File: src/rtl/iter_div.sv
// rtl/iter_div.sv - radix-2 restoring iterative unsigned divider
module iter_div #(
  parameter int WIDTH = 32
) (
  input  logic             clk,
  input  logic             rst,
  input  logic             start,
  input  logic [WIDTH-1:0] a,
  input  logic [WIDTH-1:0] b,
  output logic             busy,
  output logic             done,
  output logic [WIDTH-1:0] quot,
  output logic [WIDTH-1:0] rem,
  output logic             dbz
);

  localparam int CW = (WIDTH > 1) ? $clog2(WIDTH) : 1;
  localparam logic [CW-1:0] LAST = CW'(WIDTH - 1);

  typedef enum logic [1:0] {IDLE, CALC, DONE} state_t;

  state_t           state, state_nxt;
  logic             accept;
  logic [CW-1:0]    cnt;
  logic [WIDTH:0]   prem;
  logic [WIDTH-1:0] dvd;
  logic [WIDTH-1:0] dvs;
  logic             zpend;

  // One restoring step: shift in the next dividend bit, trial-subtract the divisor.
  // prem < dvs always holds, so the shifted value fits WIDTH+1 bits and the
  // top bit of the difference is a clean sign bit.
  logic [WIDTH:0] shifted, diff, prem_nxt;
  logic           qbit;
  assign shifted  = {prem[WIDTH-1:0], dvd[WIDTH-1]};
  assign diff     = shifted - {1'b0, dvs};
  assign qbit     = ~diff[WIDTH];
  assign prem_nxt = qbit ? diff : shifted;

  // State register.
  always_ff @(posedge clk or posedge rst) begin
    if (rst) state <= IDLE;
    else     state <= state_nxt;
  end

  // Next-state and start acceptance; a zero divisor waits one cycle in IDLE
  // (zpend) so its done pulse follows the accepting edge by one clock.
  always_comb begin
    state_nxt = state;
    accept    = 1'b0;
    busy      = 1'b0;
    case (state)
      IDLE: begin
        if (zpend) begin
          state_nxt = DONE;
        end else if (start) begin
          accept    = 1'b1;
          state_nxt = (b == '0) ? IDLE : CALC;
        end
      end
      CALC: begin
        busy = 1'b1;
        if (cnt == LAST) state_nxt = DONE;
      end
      DONE: begin
        if (start) begin
          accept    = 1'b1;
          state_nxt = (b == '0) ? IDLE : CALC;
        end else begin
          state_nxt = IDLE;
        end
      end
      default: state_nxt = IDLE;
    endcase
  end

  // Operand capture, iteration datapath and result registers.
  always_ff @(posedge clk or posedge rst) begin
    if (rst) begin
      cnt   <= '0;
      prem  <= '0;
      dvd   <= '0;
      dvs   <= '0;
      zpend <= 1'b0;
      done  <= 1'b0;
      quot  <= '0;
      rem   <= '0;
      dbz   <= 1'b0;
    end else begin
      done <= 1'b0;
      if (accept) begin
        dvd   <= a;
        dvs   <= b;
        prem  <= '0;
        cnt   <= '0;
        zpend <= (b == '0);
      end else if (zpend) begin
        quot  <= '1;
        rem   <= dvd;
        dbz   <= 1'b1;
        done  <= 1'b1;
        zpend <= 1'b0;
      end else if (state == CALC) begin
        prem <= prem_nxt;
        dvd  <= {dvd[WIDTH-2:0], qbit};
        cnt  <= cnt + 1'b1;
        if (cnt == LAST) begin
          quot <= {dvd[WIDTH-2:0], qbit};
          rem  <= prem_nxt[WIDTH-1:0];
          dbz  <= 1'b0;
          done <= 1'b1;
        end
      end
    end
  end

endmodule

File: config.mk
export PLATFORM = sky130hd
export DESIGN_NAME = iter_div
export DESIGN_NICKNAME = d
export VERILOG_FILES = /design/src/rtl/iter_div.sv
export SDC_FILE = /design/constraint.sdc
export NUM_CORES = 1
export LEC_CHECK = 0
export CAP_MARGIN = 20
export CORE_MARGIN = 1
export CORE_UTILIZATION = 42
export DETAILED_ROUTE_END_ITERATION = 6
export GPL_ROUTABILITY_DRIVEN = 0
export GPL_TIMING_DRIVEN = 0
export SETUP_SLACK_MARGIN = 0.1
export SLEW_MARGIN = 20
export SYNTH_ARGS = -nofsm -noshare
export SYNTH_HDL_FRONTEND = slang
export SYNTH_SLANG_ARGS = --single-unit
File: constraint.sdc
create_clock -name clk -period 7 [get_ports clk]
set_clock_uncertainty 0.1 [all_clocks]
set_input_delay 1.4 -clock clk [delete_from_list [all_inputs] [get_ports clk]]
set_output_delay 1.4 -clock clk [all_outputs]
set_load 0.01 [all_outputs]
# == Yosys cells after proc, flatten, opt, wreduce, memory -nomap -nowiden ==
# Index checks and enable logic that the tools add are counted.
# W data, S select, Z words.
# classes
n_mux,34
bitwise_logic,2
n_eq_ne,6
reduce_logical,8
addsub,2
# ops
cell,n
$mux W32,13
$sub A33 B32 Y33,1
$logic_not A32 Y1,1
$mux W5,3
$mux W1,13
$mux W2,3
$pmux W2 S3,1
$reduce_bool A2 Y1,3
$add A5 B1 Y5 const B,1
$eq A5 B5 Y1 const B,1
$ne A2 B2 Y1 const B,2
$reduce_and A2 Y1,2
$ne A3 B3 Y1 const B,1
$reduce_and A3 Y1,1
$eq A2 B1 Y1 const B,1
$eq A2 B2 Y1 const B,1
$logic_not A2 Y1,1
$not A1 Y1,2
$pmux W1 S2,1
# totals
out_inout_bits,67
word_cells,62
regBits,170
input_bits,67

# == Longest topological paths before layout ==
# depth
word_depth,5
mapped_depth,14
depth_no_buf,12

# == Least setup slack after synthesis ==
# No wires, ideal clock.
# synth_path
path_type,register -> register
start,register dvd[31]
end,register rem[24]
setup_time_ps,134
required_time_ps,6766
n_path_buf,2
path_stages_with_launch,15
arrival_time_ps,2704
path_slack_ps,4061
cell_sequence,dfrtp_1 > inv_1 > ha_1 > inv_1 > fa_1 > a21o_1 > nand4_1 > a311oi_2 > o2111ai_2 > mux2i_2 > or2_1 > buf_6 > buf_6 > mux2i_1 > o22ai_1
# synth_via
elab_chain_cells,5
# synth_rtl
item,line_no,source
start: declaration,26,logic [WIDTH-1:0] dvd;
start signal: assignment,105,"dvd <= {dvd[WIDTH-2:0], qbit};"
$sub A33 B32 Y33,36,"assign diff = shifted - {1'b0, dvs};"
$mux W32,38,assign prem_nxt = qbit ? diff : shifted;
$mux W32,107,if (cnt == LAST) begin
$mux W32,103,end else if (state == CALC) begin
$mux W32,97,end else if (zpend) begin
end signal: assignment,99,rem <= dvd;
end signal: assignment,109,rem <= prem_nxt[WIDTH-1:0];
end: declaration,13,"output logic [WIDTH-1:0] rem,"
# Every way passes these cells. The select of a mux whose other input is x is not followed.
# A chain may end at the register's enable or synchronous reset.

# == Final worst setup path ==
# layout_path
start,input port start
end,register rem[4]
# layout_via
elab_chain_cells,5
# layout_rtl
item,line_no,source
start: declaration,7,"input logic start,"
$mux W1 *,"56, 66",
$mux W1,54,if (zpend) begin
$pmux W1 S2 *,52,case (state)
$not A1 Y1 (no line) *,-,
$reduce_and A3 Y1 (no line) *,-,
# Every way passes the cells marked *; elsewhere a longest branch is shown, timed or not.

==> flow_summary.json <==
{
  "outcome": "finished, final reports clean",
  "hpwl_um": 20300,
  "yosysSeqAreaShare_pct": 47.4,
  "avgSynthCellArea_um2": 9.28,
  "finalPower_mw": 6.71,
  "synth-edff-count": 0,
  "synth_top_area_share_pct": 47.4,
  "die_w_um": 148,
  "grt_overflow": 0,
  "fin_worst_hold_slack_ps": 410,
  "portBuffers": 133,
  "cts_setup_buffers": 0,
  "power.share.clock_pct": 15.5,
  "grt_first_pass_wirelength_um": 42600,
  "cts_tree": "built",
  "routed_wl_um": 26700,
  "drv_slew": 0,
  "relSlewSlack_pct": 28.0,
  "critical_path.endpoint_type": "register",
  "pre_cts_slack_ps": 2680,
  "timing.final.crit_period_ps": 3810,
  "ctsRootBufferMaster": "clkbuf_16",
  "crit_required_ps": 7190,
  "cts_buffer_depth": 2,
  "insertion_delay_ps": 440,
  "startpoint_type": "input port",
  "grt_max_degree": 77,
  "nets": 1223,
  "fin_ws_ps": 3190,
  "synth.area.top_cells": "dfrtp_1 (47%), nand2_1 (6.8%), ha_1 (4.7%), o21ai_0 (4.7%), a21oi_1 (3.4%)",
  "vias": 7739,
  "path_class": "in -> reg",
  "irDropWorstVdd_uv": 277,
  "dp.cells": 1377,
  "ioPinCount": 134,
  "path_clk_slew_ps": 70,
  "hold_viol": 0,
  "ys_async_sr_fraction_pct": 100,
  "cts.sinks": 170,
  "ys.flop_type": "dfrtp_1",
  "ys_ff_latch": 170,
  "cts_buffers": 17,
  "max_cap_violations": 0,
  "rrSetupSlack_ps": 3290,
  "cp_max_fo": 10,
  "power_frac_comb_pct": 58.3,
  "die_area_mm2": 0.0220,
  "start_util_pct": 42.8,
  "period_share_pct": 54.4,
  "cellPowerDensity_mw_per_mm2": 591,
  "drtIter0Drc": 526,
  "drive_gt1_share_pct": 4.94,
  "avgViaCountPerCell": 5.50,
  "grt_use_total_pct": 25.6,
  "utilization_pct": 54.1,
  "rsz0062_at_grt": "false",
  "ctsHoldBuffers": 0,
  "ant_nets": 0,
  "avgRoutedWirePerCell_um": 19.0,
  "syn_area_mm2": 0.00897,
  "synthDistinctLibCells": 57,
  "coreArea_mm2": 0.0210,
  "p_leak_nw": 4.80,
  "area_delta_synth_final_pct": 26.4,
  "die_h_um": 148,
  "firstDrtPassIters": 6,
  "fmax_mhz": 262,
  "worst_slew_pin_slew_ps": 1050,
  "cp_data_arrival_time_ps": 4000,
  "n_antenna_cell": 0,
  "antenna_found_initial": 0,
  "grt_pass1_vias": 7560,
  "p_sw_mw": 3.06,
  "row_count": 53,
  "syn_inst": 967,
  "seqPwrFrac_pct": 26.2,
  "post_cts_resized": 0,
  "synth_area_leader_cell": "dfrtp_1",
  "fin_cells": 1408,
  "setup_viol_count_final": 0,
  "p_int_mw": 3.64,
  "synth_nets": 1069,
  "cts_max_level": 4,
  "yosys_warnings": 0,
  "sw_frac_of_total_pct": 45.7,
  "min_path_type": "reg -> reg",
  "drc": 0
}
==> path summary, 6_finish.rpt <==
kind                          from       end  cells after the start
setup / recovery             start    rem[4]                      8
hold / removal             quot[8]   quot[8]                      1
setup reg to reg           dvd[31]   rem[20]                     14
hold reg to reg            quot[8]   quot[8]                      1
max in group asynchronous      rst  prem[28]                      4
min in group asynchronous      rst   quot[7]                      2
==> cell usage in the layout (no fill, tap or decap), types with 4 or more instances in the layout <==
master	instances
nand2_1	162
o22ai_1	5
buf_6	6
nand2b_1	9
nor3_1	10
o22a_1	31
xnor2_1	16
a21o_1	12
nor2b_1	4
nand3b_1	20
nor4_1	8
inv_6	5
a31oi_1	12
mux2i_1	27
clkbuf_16	17
dfrtp_1	170
o21bai_1	7
and3_1	6
a22oi_1	31
clkbuf_1	41
buf_1	8
o21a_1	6
clkdlybuf4s50_1	133
or3_1	4
inv_1	45
bufinv_16	4
buf_2	6
o21ai_0	84
a21oi_1	61
a22o_1	5
xor2_1	12
nor2_1	34
nand4_1	13
a211oi_1	4
ha_1	34
nand3_1	8
o21ai_1	26
==> Yosys cell counts, types with 26 or more instances <==
cell and n:
nand2_1 162, mux2i_1 27, a21oi_1 61, a22oi_1 31
clkbuf_1 41, o22a_1 31, inv_1 46, dfrtp_1 170
o21ai_1 26, nor2_1 34, o21ai_0 84, ha_1 34
==> power by group through the flow <==
| stage | Clock, mW | Sequential, mW | Combinational, mW |
|---|---|---|---|
| 2_1_floorplan | 0 | 1.70 | 2.71 |
| 3_3_place_gp | 0 | 1.76 | 3.82 |
| 4_1_cts | 1.06 | 1.75 | 3.89 |
| 5_1_grt | 1.09 | 1.80 | 4.34 |
| 3_5_place_dp | 0 | 1.77 | 3.86 |
| 6_report | 1.04 | 1.76 | 3.91 |
==> layout make-up <==
type                            instances  area (um2)
Buffer                                 64         299
Clock buffer                           17         425
Clock inverter                         14         209
Fill cell                            1988        9610
Inverter                               46         180
Multi-Input combinational cell        687        4250
Sequential cell                       170        4250
Tap cell                              275         344
Timing Repair Buffer                  135        1390
==> state kept, by name, summed over array words and instances, names as in the netlist <==
signal,flops
rem,32
dvs,32
quot,32
cnt,5
done,1
zpend,1
dbz,1
prem,32
dvd,32
state,2
==> kinds of logic (layout without fill, tap and decap cells) <==
kind of cell / count (synthesis) / after routing / synth area share [%]
multiplexers: 28 / 28 / 3.16
AND/OR/NAND/NOR: 286 / 286 / 14.6
buffers and inverters: 110 / 276 / 5.26
flip-flops: 170 / 170 / 47.4
AO/OA/AOI/OAI: 310 / 310 / 21.9
adder cells (fa/ha/maj): 35 / 35 / 4.96
XOR/XNOR: 28 / 28 / 2.73
==> worst max-delay path: stages <==
cell and delay (ps):
clkdlybuf4s50_1 490, nand3b_1 190, a21oi_1 580, inv_1 300, clkbuf_1 340, buf_1 380, o21ai_0 240, a21oi_1 70
==> routing by layer <==
layer / routed length (um) / track usage, % / vias up
met3: 1350 / 5.25 / 29
met2: 12000 / 39.4 / 198
met5: 0 / 0 / -
li1: - / - / 3764
met1: 12800 / 36.3 / 3748
met4: 521 / 7.27 / 0
==> per-stage QoR <==
step                setup TNS, ps  area [um2]
floorplan                       0        8970
global placement          -274700       10700
detailed placement              0       10700
CTS                             0       11300
global route                    0       11300
finish                          0       11300
Note: power is estimated with default switching activity, not from simulation.
